`config.mk`:
```
export PLATFORM = sky130hd
export DESIGN_NAME = dvp_stream_rx
export DESIGN_NICKNAME = d
export VERILOG_FILES = /design/src/rtl/dvp_stream_rx.sv
export SDC_FILE = /design/constraint.sdc
export NUM_CORES = 1
export LEC_CHECK = 0
export ABC_CLOCK_PERIOD_IN_PS = 5900
export BUFFER_PORTS_ARGS = -buffer_cell sky130_fd_sc_hd__clkbuf_2
export CAP_MARGIN = 30
export CORE_MARGIN = 5
export CORE_UTILIZATION = 54
export DETAILED_ROUTE_END_ITERATION = 12
export PLACE_DENSITY_LB_ADDON = 0.12
export SLEW_MARGIN = 20
export SYNTH_ARGS = -nofsm -noshare
export SYNTH_HDL_FRONTEND = slang
export SYNTH_SLANG_ARGS = --single-unit
```
`constraint.sdc`:
```
create_clock -name pclk -period 5.9 [get_ports pclk]
set_input_delay 0.885 -clock pclk [delete_from_list [all_inputs] [get_ports pclk]]
set_output_delay 0.885 -clock pclk [all_outputs]
set_load 0.05 [all_outputs]
```
`src/rtl/dvp_stream_rx.sv`:
```
// DVP camera receiver: packs BYTES_PER_PIXEL beats per pixel and emits an AXI4-Stream
// video stream (tuser = start of frame, tlast = end of line) through a small output FIFO.
module dvp_stream_rx #(
  parameter int DIN_W           = 8,
  parameter int BYTES_PER_PIXEL = 2,
  parameter int FIFO_DEPTH      = 16,
  parameter int CNT_W           = 12
) (
  input  logic                             pclk,
  input  logic                             rst,
  input  logic [DIN_W-1:0]                 din,
  input  logic                             href,
  input  logic                             vsync,
  output logic [DIN_W*BYTES_PER_PIXEL-1:0] m_axis_tdata,
  output logic                             m_axis_tuser,
  output logic                             m_axis_tlast,
  output logic                             m_axis_tvalid,
  input  logic                             m_axis_tready,
  output logic [CNT_W-1:0]                 line_width,
  output logic [CNT_W-1:0]                 frame_height,
  output logic                             overflow,
  output logic                             line_err,
  input  logic                             err_clr
);

  localparam int PIX_W = DIN_W * BYTES_PER_PIXEL;
  localparam int ENT_W = PIX_W + 2;
  localparam int AW    = $clog2(FIFO_DEPTH);
  localparam logic [1:0]  LAST_BYTE = 2'(BYTES_PER_PIXEL - 1);
  localparam logic [AW:0] FULL_OCC  = (AW+1)'(FIFO_DEPTH);

  typedef enum logic [1:0] {
    SYNC   = 2'd0,
    BLANK  = 2'd1,
    ACTIVE = 2'd2,
    DROP   = 2'd3
  } state_t;

  function automatic logic [CNT_W-1:0] sat_inc(input logic [CNT_W-1:0] v);
    logic [CNT_W-1:0] r;
    if (&v) r = v;
    else    r = v + CNT_W'(1);
    return r;
  endfunction

  state_t           state_q;
  logic             href_q, vsync_q;
  logic [1:0]       byte_cnt_q;
  logic [PIX_W-1:0] asm_q, stage_q;
  logic             stage_valid_q, sof_pending_q;
  logic [CNT_W-1:0] pix_cnt_q, line_cnt_q, line_width_q, frame_height_q;
  logic             overflow_q, line_err_q;

  logic [ENT_W-1:0] mem_q [FIFO_DEPTH];
  logic [AW-1:0]    wr_ptr_q, rd_ptr_q;
  logic [AW:0]      mem_cnt_q, mem_cnt_d;
  logic [ENT_W-1:0] out_q;
  logic             out_valid_q;

  logic             vsync_rise_s, href_fall_s, beat_s, pix_done_s, line_end_s;
  logic             push_req_s, push_s, ovf_s, pop_s, load_s, full_s;
  logic [PIX_W-1:0] asm_next_s;
  logic [ENT_W-1:0] push_ent_s;

  // Event decode; occupancy counts the output register so capacity is exactly FIFO_DEPTH
  always_comb begin
    vsync_rise_s = vsync & ~vsync_q;
    href_fall_s  = href_q & ~href;
    beat_s       = (state_q == ACTIVE) & href & ~vsync_rise_s;
    pix_done_s   = beat_s & (byte_cnt_q == LAST_BYTE);
    line_end_s   = (state_q == ACTIVE) & href_fall_s & ~vsync_rise_s;
    asm_next_s   = (asm_q << DIN_W) | PIX_W'(din);
    push_req_s   = stage_valid_q & (pix_done_s | line_end_s);
    push_ent_s   = {sof_pending_q, line_end_s, stage_q};
    pop_s        = out_valid_q & m_axis_tready;
    full_s       = (mem_cnt_q + {{AW{1'b0}}, out_valid_q}) == FULL_OCC;
    ovf_s        = push_req_s & full_s & ~pop_s;
    push_s       = push_req_s & ~ovf_s;
    load_s       = (mem_cnt_q != '0) & (~out_valid_q | pop_s);
    mem_cnt_d    = mem_cnt_q + {{AW{1'b0}}, push_s} - {{AW{1'b0}}, load_s};
  end

  // Frame/line sequencing, beat packing and the one-pixel stage that decides tlast
  always_ff @(posedge pclk or posedge rst) begin
    if (rst) begin
      state_q        <= SYNC;
      href_q         <= 1'b0;
      vsync_q        <= 1'b1;
      byte_cnt_q     <= 2'd0;
      asm_q          <= '0;
      stage_q        <= '0;
      stage_valid_q  <= 1'b0;
      sof_pending_q  <= 1'b0;
      pix_cnt_q      <= '0;
      line_cnt_q     <= '0;
      line_width_q   <= '0;
      frame_height_q <= '0;
    end else begin
      href_q  <= href;
      vsync_q <= vsync;
      case (state_q)
        SYNC: begin
          if (vsync_rise_s) state_q <= BLANK;
        end
        BLANK: begin
          if (!vsync) begin
            state_q       <= ACTIVE;
            sof_pending_q <= 1'b1;
            line_cnt_q    <= '0;
            pix_cnt_q     <= '0;
            byte_cnt_q    <= 2'd0;
            stage_valid_q <= 1'b0;
          end
        end
        ACTIVE: begin
          if (vsync_rise_s) begin
            state_q        <= BLANK;
            frame_height_q <= line_cnt_q;
            stage_valid_q  <= 1'b0;
            byte_cnt_q     <= 2'd0;
          end else if (ovf_s) begin
            state_q       <= DROP;
            stage_valid_q <= 1'b0;
            byte_cnt_q    <= 2'd0;
          end else begin
            if (push_s) sof_pending_q <= 1'b0;
            if (pix_done_s) begin
              byte_cnt_q    <= 2'd0;
              asm_q         <= asm_next_s;
              stage_q       <= asm_next_s;
              stage_valid_q <= 1'b1;
              pix_cnt_q     <= sat_inc(pix_cnt_q);
            end else if (beat_s) begin
              byte_cnt_q <= byte_cnt_q + 2'd1;
              asm_q      <= asm_next_s;
            end else if (line_end_s) begin
              // Partial trailing bytes are simply forgotten; the line still closes
              byte_cnt_q    <= 2'd0;
              pix_cnt_q     <= '0;
              stage_valid_q <= 1'b0;
              if (stage_valid_q) begin
                line_width_q <= pix_cnt_q;
                line_cnt_q   <= sat_inc(line_cnt_q);
              end
            end
          end
        end
        DROP: begin
          if (vsync_rise_s) state_q <= BLANK;
        end
        default: state_q <= SYNC;
      endcase
    end
  end

  // Sticky error flags; a new event wins over a simultaneous clear
  always_ff @(posedge pclk or posedge rst) begin
    if (rst) begin
      overflow_q <= 1'b0;
      line_err_q <= 1'b0;
    end else begin
      if (ovf_s)        overflow_q <= 1'b1;
      else if (err_clr) overflow_q <= 1'b0;
      if (line_end_s && (byte_cnt_q != 2'd0)) line_err_q <= 1'b1;
      else if (err_clr)                       line_err_q <= 1'b0;
    end
  end

  // FIFO pointers and registered output stage
  always_ff @(posedge pclk or posedge rst) begin
    if (rst) begin
      wr_ptr_q    <= '0;
      rd_ptr_q    <= '0;
      mem_cnt_q   <= '0;
      out_q       <= '0;
      out_valid_q <= 1'b0;
    end else begin
      mem_cnt_q <= mem_cnt_d;
      if (push_s) wr_ptr_q <= wr_ptr_q + AW'(1);
      if (load_s) begin
        out_q       <= mem_q[rd_ptr_q];
        out_valid_q <= 1'b1;
        rd_ptr_q    <= rd_ptr_q + AW'(1);
      end else if (pop_s) begin
        out_valid_q <= 1'b0;
      end
    end
  end

  // FIFO storage
  always_ff @(posedge pclk) begin
    if (push_s) mem_q[wr_ptr_q] <= push_ent_s;
  end

  assign m_axis_tvalid = out_valid_q;
  assign m_axis_tuser  = out_q[ENT_W-1];
  assign m_axis_tlast  = out_q[ENT_W-2];
  assign m_axis_tdata  = out_q[PIX_W-1:0];
  assign line_width    = line_width_q;
  assign frame_height  = frame_height_q;
  assign overflow      = overflow_q;
  assign line_err      = line_err_q;

endmodule

```
; Yosys cells after proc, flatten, opt, wreduce, memory -nomap -nowiden
; Memory sizes are Yosys's and may differ from the RTL's. A register that Yosys moved wholly into a read port is not among the register bits.
; Cells that the tools add are included.
[word_totals]
register_bits = 96
latchBits = 0
ram_bits = 288
mem_bits_ro = 0
input_bits = 14
word_cells = 144
n_memories = 1
[mem_list]
columns = name, depth, word_bits, rd, rd_clocked_by_memory_dff, wr, line
row1 = mem_q, 16, 18, 1, 1, 1, 54  ; logic [ENT_W-1:0] mem_q [FIFO_DEPTH];
[classes]
n_addsub = 8
n_mul = 0
div_mod_pow = 0
magnitude_cmp = 0
eq_ne = 22
shifts = 0
mux = 49
bitwise = 24
n_reduce_logical = 22
[op_table]
columns = operator, count
row1 = two-way mux 12 bit, 14
row2 = case mux 12 bit (2 select lines), 2
row3 = "adder 12 x 1 -> 12 bit, second input constant", 2
row4 = AND reduction 12 bit, 2
row5 = two-way mux 2 bit, 10
row6 = "inequality test 2 bit, second input constant", 9
row7 = two-way mux 1 bit, 17
row8 = two-way mux 8 bit, 2
row9 = OR 16 x 8 -> 16 bit, 1
row10 = AND reduction 7 bit, 2
row11 = AND 1 bit, 13
row12 = "inequality test 3 bit, second input constant", 4
row13 = AND reduction 4 bit, 3
row14 = nonzero test 2 bit, 6
row15 = adder 5 x 1 -> 5 bit, 2
row16 = "inequality test 5 bit, second input constant", 2
row17 = AND reduction 9 bit, 1
row18 = "adder 4 x 1 -> 4 bit, second input constant", 2
row19 = inverter 1 bit, 8
row20 = "inequality test 6 bit, second input constant", 1
row21 = case mux 2 bit (3 select lines), 1
row22 = AND reduction 3 bit, 2
row23 = "== test 5 bit, second input constant", 1
row24 = AND reduction 5 bit, 1
row25 = 13 further kinds, 17

; Logic depth before layout (Yosys ltp)
[depth]
word_depth = 15
depth_mapped = 14
mapped_depth_nobuf = 14

; Worst setup path after synthesis
; Ideal clock, no wire load.
[synth_path]
path_type = input to register
start = input href
end = memory mem_q[3][0] (netlist name) (enable)
arrival_ns = 3.697
t_required_ns = 5.454
path_slack_ns = 1.757
path_stages = 6
path_cell_list = buf_4 > mux2i_1 > nand4b_1 > a21oi_1 > inv_1 > nor4b_1
[synth_between]
elab_chain_len = 12
word_cells_on_any_way = 15
[synth_lines]
columns = element, line
row1 = start: declaration, 12  ; input logic href,
row2 = inverter 1 bit, 68  ; href_fall_s = href_q & ~href;
row3 = AND 1 bit, 68
row4 = AND 1 bit (2 in a row), 71  ; line_end_s = (state_q == ACTIVE) & href_fall_s & ~vsync_rise_s;
row5 = OR 1 bit *, 73  ; push_req_s = stage_valid_q & (pix_done_s | line_end_s);
row6 = AND 1 bit *, 73
row7 = AND 1 bit (2 in a row), 77  ; ovf_s = push_req_s & full_s & ~pop_s;
row8 = inverter 1 bit (no source line), --
row9 = AND 1 bit *, 78  ; push_s = push_req_s & ~ovf_s;
row10 = two-way mux 1 bit *, 192  ; if (push_s) mem_q[wr_ptr_q] <= push_ent_s;
row11 = two-way mux 1 bit (implied by the code) *, 192
row12 = end: declaration, 54
; Mark *: on every way between the ends. The rest lies on a longest branch, timed or not.

; Final worst setup path
[layout_path]
start = register byte_cnt_q[1]
end = memory mem_q[10][15] (netlist name) (enable)
[layout_between]
elab_chain_len = 10
[layout_lines]
columns = element, line
row1 = start: declaration, 48  ; logic [1:0] byte_cnt_q;
row2 = start signal: assignment, 134  ; byte_cnt_q <= byte_cnt_q + 2'd1;
row3 = == test 2 x 1 -> 1 bit *, 70  ; pix_done_s = beat_s & (byte_cnt_q == LAST_BYTE);
row4 = AND 1 bit *, 70
row5 = OR 1 bit *, 73
row6 = AND 1 bit *, 73
row7 = AND 1 bit (2 in a row), 77
row8 = inverter 1 bit (no source line), --
row9 = AND 1 bit *, 78
row10 = two-way mux 1 bit *, 192
row11 = two-way mux 1 bit (implied by the code) *, 192
; Marks and branches as above.

==> key figures <==
Global route
  – Initial antenna violation count: 0
  – Vias in the first global route: 8954
  – Pin count of the biggest net entering global routing: 63
  – Remaining Overflow, GRT: 0
  – First-pass GRT wire length: 52700 µm
  – Tot GR Track Use: 20.5%

Drt
  – Vias: 8294
  – Antenna-violating nets left: 0
  – Avg WL per Cell: 24.7 µm
  – Vias/cell: 6.05
  – Drc violations: 0
  – Drt pass-1 iters: 5
  – First DRT Iteration DRCs: 614
  – Routed Wire Length: 33800 µm

Placement
  – Routability Congestion: 0.876
  – Placed Instance Area: 17100 µm²
  – IO Port Bufs: 58
  – Worst slack at placement: 1.77 ns
  – Placed instance count: 1291
  – Detail Placement HPWL: 20900 µm

STA
  – Setup repair after global routing missed its margin: false
  – Hold slack: 0.447 ns
  – Final slew viol count: 0
  – Setup ws final: 2.15 ns
  – Fmax: 267 MHz
  – Fin crit share: 63.5%
  – Final Hold Vio Count: 0
  – Final setup viols: 0
  – Slew Limit Headroom: 38.9%
  – Post-route setup TNS: 0 ns
  – Worst-Margin Slew: 0.917 ns
  – Clk_skew: 0.0134 ns
  – Final min period: 3.75 ns

Setup path
  – WS Path Type: reg -> reg
  – Crit Path Max Fanout: 18
  – Flop-to-flop setup slack: 2.15 ns
  – RR Endpoint: mem_q[10][15]$_DFFE_PP_
  – Req. time, crit path: 6.05 ns
  – Nature of the critical path startpoint: flop
  – Reg2Reg Launch Point: byte_cnt_q[1]$_DFFE_PP0P_
  – Worst Reg2Reg Path Length in Cells: 8
  – Worst EP arrival: 3.89 ns
  – CP Capture Type: flop

Synthesis
  – Largest family of logic cells by synthesized area: multiplexers
  – Post-Synth Adder-Cell Area: 1.73%
  – Post-synthesis xor/xnor area fraction: 0.591%
  – Mapped Nets: 900
  – Unique masters post-synth: 59
  – Multiplexer area fraction after synthesis: 17.8%
  – Avg Synthesized Cell Area: 18.9 µm²
  – Ys async rst share: 28.4%
  – Post-synth top cells: 288 x edfxtp_1, 113 x dfrtp_1, 89 x mux4_2, 57 x mux2_2, 29 x nand2_1
  – Area leader, netlist: edfxtp_1
  – Number of synthesized flops with an enable pin: 288
  – FF+latch count, synth: 402
  – Ys Warns: 0
  – Synthesized cell area: 16300 µm²
  – Cells after Synth: 864
  – Cell with the most instances after synthesis: edfxtp_1
  – Dominant synthesized flop cell: edfxtp_1
  – Top post-synthesis cells by area: edfxtp_1 53%, dfrtp_1 17%, mux4_2 12%
  – Post-synthesis compound-gate area fraction: 3.02%
  – Sequential share of the synthesized area: 70.5%
  – Share of the synthesized area in the top cell type: 53.0%
  – Post-Synth Simple-Gate Area: 4.41%

Pwr
  – Sw frac: 29.6%
  – Part of the power in the clock network: 30.8%
  – Pwr/cell area: 442 nW/µm²
  – Total Power: 8.19 mW
  – Reg power frac: 43.8%
  – Int Pwr: 5.77 mW
  – Switch Pwr: 2.42 mW
  – Lkg Pwr: 6.84 nW
  – Combinational share of power: 25.4%
  – Peak VDD IR: 293 µV

Die
  – Initial Util: 54.9%
  – Die height: 184 µm
  – Die Area: 33800 µm²
  – Core area: 29700 µm²
  – Num rows: 63
  – Die Span X: 184 µm
  – I/O pin cnt: 59

Clocking
  – TritonCTS Buffers: 42
  – Root Buffer: clkbuf_16
  – Hold-fix buffers, CTS: 0
  – CTS tree: done
  – Post-CTS Resized: 0
  – Clock Tree Buf Depth: 3
  – Post-CTS Setup Inserts: 0
  – H-tree depth: 2
  – Clock sink count: 402
  – Clk Latency, worst-skew pair: 0.53 ns
  – Clk slew on worst S/H paths: 0.06 ns

Final layout
  – Design area: 18500 µm²
  – Fin util: 62.3%
  – Layout Nets: 983
  – Non-Filler Instances: 1370
  – ANT cells: 0
  – Layout cell share with drive strength beyond 1: 31.3%
  – Syn-to-layout area delta: 13.5%

Job
  – Max Cap Viol: 0

Outcome
  – Status: completed

Hold path
  – Hold Crit Class: in -> async
metal layers:
metal	wire [µm]	vias up	global-route usage (%)	part of all wire [%]
met4	1050	0	6.30	3.1
met3	1840	69	3.72	5.4
li1	-	3614	-	-
met2	17200	259	35.3	51
met5	0	-	0	0
met1	13700	4352	27.1	40
cell usage in the layout, fill, tap and decap left out, drive strengths merged, types with 7 or more instances in the layout:
| cell | synthesis | layout |
|---|---|---|
| mux4 | 90 | 90 |
| dfrtp | 113 | 113 |
| inv | 23 | 25 |
| and2 | 7 | 7 |
| xnor2 | 8 | 8 |
| clkinv | 0 | 12 |
| o21ai | 15 | 15 |
| nand2 | 30 | 30 |
| mux2i | 11 | 11 |
| nor3 | 8 | 8 |
| o31ai | 16 | 16 |
| mux2 | 67 | 67 |
| buf | 20 | 23 |
| and3 | 8 | 8 |
| edfxtp | 288 | 288 |
| nand2b | 12 | 12 |
| nor4b | 8 | 8 |
| nor2 | 15 | 15 |
| clkbuf | 22 | 117 |
| a21oi | 11 | 11 |
| nand3 | 11 | 11 |
| ha | 21 | 21 |
cell type report:
| class | count | area (µm²) |
|---|---|---|
| tap | 390 | 488 |
| clock inverter | 18 | 128 |
| multi-input combinational | 397 | 4540 |
| timing repair buffer | 81 | 542 |
| fill | 2122 | 11200 |
| clock buffer | 59 | 1210 |
| sequential | 402 | 11500 |
| inverter | 23 | 88.8 |
worst max-delay path by stage:
| stage | start | end | cells after the start |
|---|---|---|---|
| after floorplan | href | mem_q[3][0]$_DFFE_PP_ | 6 |
| after global placement | href | mem_cnt_q[4]$_DFF_PP0_ | 13 |
| after detailed placement | href | mem_q[11][1]$_DFFE_PP_ | 7 |
| after CTS | byte_cnt_q[1]$_DFFE_PP0P_ | mem_q[11][0]$_DFFE_PP_ | 8 |
| after global routing | state_q[0]$_DFFE_PP0P_ | mem_q[9][14]$_DFFE_PP_ | 7 |
| final | byte_cnt_q[1]$_DFFE_PP0P_ | mem_q[10][15]$_DFFE_PP_ | 8 |
sequential cells by signal (all words and copies together), names as in the netlist, 2 cells and up:
name,flops
stage_q,16
asm_q,8
wr_ptr_q,4
byte_cnt_q,2
rd_ptr_q,4
out_q,18
line_width,12
line_cnt_q,12
state_q,2
frame_height,12
pix_cnt_q,12
mem_cnt_q,5
mem_q,288
power by group through the flow:
stage          Sequential (mW)  Combinational [mW]  Clock (mW)
3_3_place_gp              3.64                2.01           0
2_1_floorplan             3.74                1.48           0
5_1_grt                   3.63                2.24        2.71
3_5_place_dp              3.65                2.10           0
6_report                  3.58                2.08        2.52
4_1_cts                   3.59                2.11        2.58
logic make-up (layout without fill, tap and decap cells):
group | after synthesis | in the layout
buffers and inverters | 65 | 181
adder cells (fa/ha/maj) | 22 | 22
AO/OA/AOI/OAI | 70 | 70
flip-flops | 402 | 402
XOR/XNOR | 11 | 11
multiplexers | 168 | 168
AND/OR/NAND/NOR | 126 | 126
worst max-delay path, stage by stage (launching register included):
cell,delay (ns)
dfrtp_1,0.37
inv_1,0.08
ha_1,0.26
mux2i_1,0.18
nand4b_1,0.28
a21oi_1,0.64
inv_1,0.33
nor3b_1,0.43
and2_1,0.80
(Power assumes the default switching activity.)
